[src/rtl/lut_search_pkg.sv]
// Shared types and constants for the interpolation-table search controller.
package lut_search_pkg;

    localparam int LUT_DATA_W = 14;
    localparam int LUT_ADDR_W = 14;

    typedef enum logic [2:0] {
        S_IDLE,
        S_ISSUE,
        S_WAIT,
        S_COMPARE,
        S_INTERP,
        S_RESP
    } lut_state_t;

    localparam logic [1:0] ST_EXACT  = 2'b00;
    localparam logic [1:0] ST_INTERP = 2'b01;
    localparam logic [1:0] ST_BELOW  = 2'b10;
    localparam logic [1:0] ST_ABOVE  = 2'b11;

endpackage

[src/rtl/rd_latency_timer.sv]
// BRAM read-latency timer: loaded when an address is issued; expire marks the
// final wait cycle, so read data is valid on the cycle after expire.
module rd_latency_timer #(
    parameter int BRAM_LAT = 2
) (
    input  logic clk,
    input  logic reset,
    input  logic load,
    output logic expire
);

    localparam int CW = (BRAM_LAT > 2) ? $clog2(BRAM_LAT) : 1;

    logic [CW-1:0] cnt;

    always_ff @(posedge clk) begin
        if (reset) begin
            cnt <= '0;
        end else if (load) begin
            cnt <= CW'(BRAM_LAT - 1);
        end else if (cnt != '0) begin
            cnt <= cnt - 1'b1;
        end
    end

    assign expire = (cnt == CW'(1));

endmodule

[src/rtl/lut_search_ctrl.sv]
// Linear scan of the x,y-interleaved point table; exact hit or bracketing pair for the
// external interpolator. Define LUT_SEARCH_CLAMP_EN to return endpoint y out of range.
module lut_search_ctrl
    import lut_search_pkg::*;
#(
    parameter int DATA_W   = LUT_DATA_W,
    parameter int ADDR_W   = LUT_ADDR_W,
    parameter int BRAM_LAT = 2
) (
    input  logic              clk,
    input  logic              reset,
    input  logic              req_valid,
    output logic              req_ready,
    input  logic [DATA_W-1:0] req_x,
    input  logic [ADDR_W-2:0] n_points,
    output logic [ADDR_W-1:0] mem_addr,
    input  logic [DATA_W-1:0] mem_x,
    input  logic [DATA_W-1:0] mem_y,
    output logic              interp_start,
    output logic [DATA_W-1:0] interp_x0,
    output logic [DATA_W-1:0] interp_y0,
    output logic [DATA_W-1:0] interp_x1,
    output logic [DATA_W-1:0] interp_y1,
    input  logic              interp_done,
    input  logic [DATA_W-1:0] interp_y,
    output logic              rsp_valid,
    input  logic              rsp_ready,
    output logic [DATA_W-1:0] rsp_y,
    output logic [1:0]        rsp_status
);

`ifdef LUT_SEARCH_CLAMP_EN
    localparam bit CLAMP_EN = 1'b1;
`else
    localparam bit CLAMP_EN = 1'b0;
`endif

    lut_state_t        state, state_n;
    logic [DATA_W-1:0] x_lat, prev_x, prev_y;
    logic [ADDR_W-2:0] n_lat, k, k_inc;
    logic              rd_expire, hit, over, last;

    function automatic logic [DATA_W-1:0] out_of_range_y(input logic [DATA_W-1:0] y);
        return CLAMP_EN ? y : '0;
    endfunction

    assign k_inc     = k + 1'b1;
    assign hit       = (mem_x == x_lat);
    assign over      = (mem_x > x_lat);
    assign last      = (k_inc == n_lat);
    assign req_ready = (state == S_IDLE) && !reset;
    assign rsp_valid = (state == S_RESP);

    rd_latency_timer #(
        .BRAM_LAT (BRAM_LAT)
    ) u_rd_timer (
        .clk    (clk),
        .reset  (reset),
        .load   (state == S_ISSUE),
        .expire (rd_expire)
    );

    always_ff @(posedge clk) begin
        if (reset) begin
            state <= S_IDLE;
        end else begin
            state <= state_n;
        end
    end

    always_comb begin
        state_n = state;
        case (state)
            S_IDLE:    if (req_valid) state_n = S_ISSUE;
            S_ISSUE: begin
                if (n_lat == '0)        state_n = S_RESP;
                else if (BRAM_LAT == 1) state_n = S_COMPARE;
                else                    state_n = S_WAIT;
            end
            S_WAIT:    if (rd_expire) state_n = S_COMPARE;
            S_COMPARE: begin
                if (hit)                state_n = S_RESP;
                else if (over)          state_n = (k == '0) ? S_RESP : S_INTERP;
                else if (last)          state_n = S_RESP;
                else                    state_n = S_ISSUE;
            end
            S_INTERP:  if (interp_done) state_n = S_RESP;
            S_RESP:    if (rsp_ready) state_n = S_IDLE;
            default:   state_n = S_IDLE;
        endcase
    end

    // Datapath: query latch, probe index, previous pair, operands and response.
    always_ff @(posedge clk) begin
        if (reset) begin
            x_lat        <= '0;
            n_lat        <= '0;
            k            <= '0;
            prev_x       <= '0;
            prev_y       <= '0;
            mem_addr     <= '0;
            interp_start <= 1'b0;
            interp_x0    <= '0;
            interp_y0    <= '0;
            interp_x1    <= '0;
            interp_y1    <= '0;
            rsp_y        <= '0;
            rsp_status   <= ST_EXACT;
        end else begin
            interp_start <= 1'b0;
            case (state)
                S_IDLE: begin
                    if (req_valid) begin
                        x_lat    <= req_x;
                        n_lat    <= n_points;
                        k        <= '0;
                        mem_addr <= '0;
                    end
                end
                S_ISSUE: begin
                    if (n_lat == '0) begin
                        rsp_y      <= '0;
                        rsp_status <= ST_ABOVE;
                    end
                end
                S_COMPARE: begin
                    if (hit) begin
                        rsp_y      <= mem_y;
                        rsp_status <= ST_EXACT;
                    end else if (over) begin
                        if (k == '0) begin
                            rsp_y      <= out_of_range_y(mem_y);
                            rsp_status <= ST_BELOW;
                        end else begin
                            interp_x0    <= prev_x;
                            interp_y0    <= prev_y;
                            interp_x1    <= mem_x;
                            interp_y1    <= mem_y;
                            interp_start <= 1'b1;
                        end
                    end else begin
                        prev_x <= mem_x;
                        prev_y <= mem_y;
                        if (last) begin
                            rsp_y      <= out_of_range_y(mem_y);
                            rsp_status <= ST_ABOVE;
                        end else begin
                            k        <= k_inc;
                            mem_addr <= {k_inc, 1'b0};
                        end
                    end
                end
                S_INTERP: begin
                    if (interp_done) begin
                        rsp_y      <= interp_y;
                        rsp_status <= ST_INTERP;
                    end
                end
                default: ;
            endcase
        end
    end

endmodule
[config.mk]
export PLATFORM = sky130hd
export DESIGN_NAME = lut_search_ctrl
export DESIGN_NICKNAME = d
export VERILOG_FILES = /design/src/rtl/lut_search_pkg.sv /design/src/rtl/rd_latency_timer.sv /design/src/rtl/lut_search_ctrl.sv
export SDC_FILE = /design/constraint.sdc
export NUM_CORES = 1
export LEC_CHECK = 0
export CAP_MARGIN = 20
export CORE_ASPECT_RATIO = 0.9
export CORE_MARGIN = 4
export CORE_UTILIZATION = 53
export CTS_CLUSTER_DIAMETER = 50
export DETAILED_ROUTE_END_ITERATION = 6
export MAX_ROUTING_LAYER = met4
export PLACE_DENSITY = 0.95
export SYNTH_ARGS = -nofsm -noshare
export SYNTH_HDL_FRONTEND = slang
export SYNTH_SLANG_ARGS = --single-unit
[constraint.sdc]
create_clock -name clk -period 4.05 [get_ports clk]
set_clock_uncertainty 0.1 [all_clocks]
set_input_delay 0.6075 -clock clk [delete_from_list [all_inputs] [get_ports clk]]
set_output_delay 0.6075 -clock clk [all_outputs]
set_load 0.005 [all_outputs]
==> impl_results.md <==
- Num CTS Buffers: 17
- Core Region: 11700 um2
- Worst Path Required: 4200 ps
- Worst Tran Pin Value: 944 ps
- Slew Limit Fails: 0
- Unique cell type count in the Yosys netlist: 60
- Max Cap Viol: 0
- Clock transition at path regs: 60 ps
- Synth warn: 0
- Status: complete, no violations
- Drt total wl: 19500 um
- Drc violations: 0
- First-pass GRT wire length: 30900 um
- Rel. slew slack: 0.371
- CP Class: in -> reg
- Finished Core Util: 0.749
- Post-route setup slack: 416 ps
- Leakage: 3.11 nW
- Synthesized flop and latch total: 145
- Detailed-route wire length per cell: 18.7 um
- Critical Path AT: 3790 ps
- Number of enable flip-flop cells after synthesis: 0
- Syn Inst Count: 739
- Worst path cell trace: clkdlybuf4s50_1, ha_1, nand4_1, nor4_1, a31oi_1, o211a_2, a221o_1, o211ai_1, o31ai_1
- Initial DRC Count: 611
- Max incr delay on CP: 780 ps
- Most frequent cells in the layout: clkdlybuf4s50_1 (160), dfxtp_1 (145), nand2_1 (134)
- Post-synth top flop: dfxtp_1
- GRT Total Usage: 0.278
- Top post-synthesis cells by area: dfxtp_1 (45%), mux2i_1 (9.3%), nand2_1 (7.8%)
- Initial antenna violation count: 0
- Root Driver: clkbuf_16
- Commonest non-fill, non-tap cell in the layout: clkdlybuf4s50_1
- Clk Latency, worst-skew pair: 420 ps
- FFs w/ async S/R, synth: 0
- Chip height: 113 um
- Clock buffer depth: 2
- CP startpoint: mem_x[12]
- Area after DPL: 8120 um2
- Vias: 6075
- ANT cells: 0
- Nature of the critical path startpoint: input port
- F_max: 0.275 GHz
- Setup TNS: 0 ps
- Largest fanout on the critical path: 15
- Die W: 124 um
- Share of cells above drive strength 1: 0.0699
- Number of global-route vias before repair: 6042
- Tcrit/Tclk final: 0.897
- Hold crit path type: reg -> reg
- Most area-hungry cell type in the Yosys netlist: dfxtp_1
- CTS Hold Bufs: 0
- CTS tree: yes
- Fin crit period: 3630 ps
- Area delta synth->final: 35.3%
- Hold Crit Start: prev_x[3]$_SDFFE_PP0P_
- Crit end category: register
- Seq/Total Area, Yosys: 0.450
- Total power: 4.17 mW
- Largest net degree at the start of global routing: 86
- # rows: 37
- Mapped cell area: 6450 um2
- Vias per inst: 5.82
- Final RePlAce weighted congestion: 0.908
- GRT Residual Overflow: 0
- Final hold violation count: 0
- Syn avg cell area: 8.73 um2
- Antenna viol nets, final: 0
- Number of top-level pins: 163
- Post_cts resized: 0
- RSZ-0062 raised after global routing: false
- Design area: 8730 um2
- PortBufs: 161
- Clk sink count: 145
- Post-synthesis net count: 829
- Final setup fails: 0
- Reg2Reg Launch Point: mem_addr[1]$_SDFFE_PP0P_
- Die area: 14000 um2
- H-Tree Depth: 4
- Max IR drop VDD: 307 uV
- CP max-delay cell: nor4_1
- Post-synth top area share: 0.450
- Nets: 964
- DR pass1 iterations: 5
- PD cells: 478 nW/um2
- Place WS: 164 ps
- Initial Utilization: 0.553
- HPWL Detailed: 13200 um
- Post-CTS Setup Inserts: 0
[registers in the layout (all words and copies together), names as in the netlist, 3 cells and up]
register	cells
interp_x0	14
interp_x1	14
interp_y0	14
interp_y1	14
prev_x	14
prev_y	14
rsp_y	14
x_lat	14
mem_addr	13
n_lat	13
state	3
[cells by family (layout without fill, tap and decap cells)]
kind of cell    after synthesis  count (layout)  share of synthesized area
compound gates              160             160                      0.171
xor+xnor                     15              15                     0.0204
fa+ha+maj                    16              16                     0.0310
buf+inv                      76             224                     0.0487
flops                       145             145                      0.450
mux                          60              60                     0.0931
other cells                   1               1                   0.000581
simple gates                266             266                      0.186
[final cells by class]
| class | count | area [um2] |
|---|---|---|
| clock buffers | 19 | 443 |
| clock inverters | 13 | 174 |
| fillers | 795 | 2930 |
| inverters | 21 | 78.8 |
| multi-input cells | 518 | 3260 |
| flip-flops and latches | 145 | 2900 |
| well taps | 156 | 195 |
| repair buffers | 171 | 1680 |
[routing by layer]
metal | part of all wire | track usage | wire length (um) | vias to the layer above
met5 | 0 | - | 0 | -
met4 | 0.026 | 0.0920 | 507 | 0
met3 | 0.072 | 0.0790 | 1410 | 52
met2 | 0.49 | 0.453 | 9560 | 282
met1 | 0.41 | 0.333 | 7990 | 2869
li1 | - | - | - | 2872
[through the flow]
step | instances | hold slack (ps)
finish | 1043 | 358
global route | 1043 | 383
CTS | 1043 | 358
detailed placement | 1011 | 347
global placement | 1011 | 342
floorplan | 739 | 336
[synthesized netlist by cell type (7+ instances only)]
| cell | instances |
|---|---|
| dfxtp_1 | 145 |
| nand2_1 | 134 |
| nor2_1 | 68 |
| a21oi_1 | 63 |
| mux2i_1 | 60 |
| clkbuf_1 | 37 |
| inv_1 | 20 |
| o211ai_1 | 17 |
| ha_1 | 16 |
| a22oi_1 | 15 |
| buf_2 | 14 |
| nor4_1 | 13 |
| o21ai_0 | 11 |
| o31ai_2 | 10 |
| o22a_1 | 9 |
| nand3_1 | 8 |
| nor3_1 | 8 |
| xnor2_1 | 8 |
| xor2_1 | 7 |
[worst max-delay path, delay by kind of cell]
| family | cells | cell delay (ps) |
|---|---|---|
| AO/OA/AOI/OAI | 5 | 1320 |
| adder cells (fa/ha/maj) | 1 | 400 |
| buffers and inverters | 1 | 480 |
| AND/OR/NAND/NOR | 2 | 990 |
[where the power goes]
part           switching (mW)  internal (mW)
Sequential              0.113           1.53
Clock                   0.631          0.998
Combinational           0.546          0.358
[path summary, 6_finish.rpt]
kind                                    to  slack, ps  cells after the start
setup / recovery     rsp_y[0]$_SDFFE_PP0P_        420                      9
hold / removal      prev_x[3]$_SDFFE_PP0P_        360                      2
setup reg to reg  mem_addr[1]$_SDFFE_PP0P_        700                      9
hold reg to reg     prev_x[3]$_SDFFE_PP0P_        360                      2
Note: power is estimated with default switching activity, not from simulation.
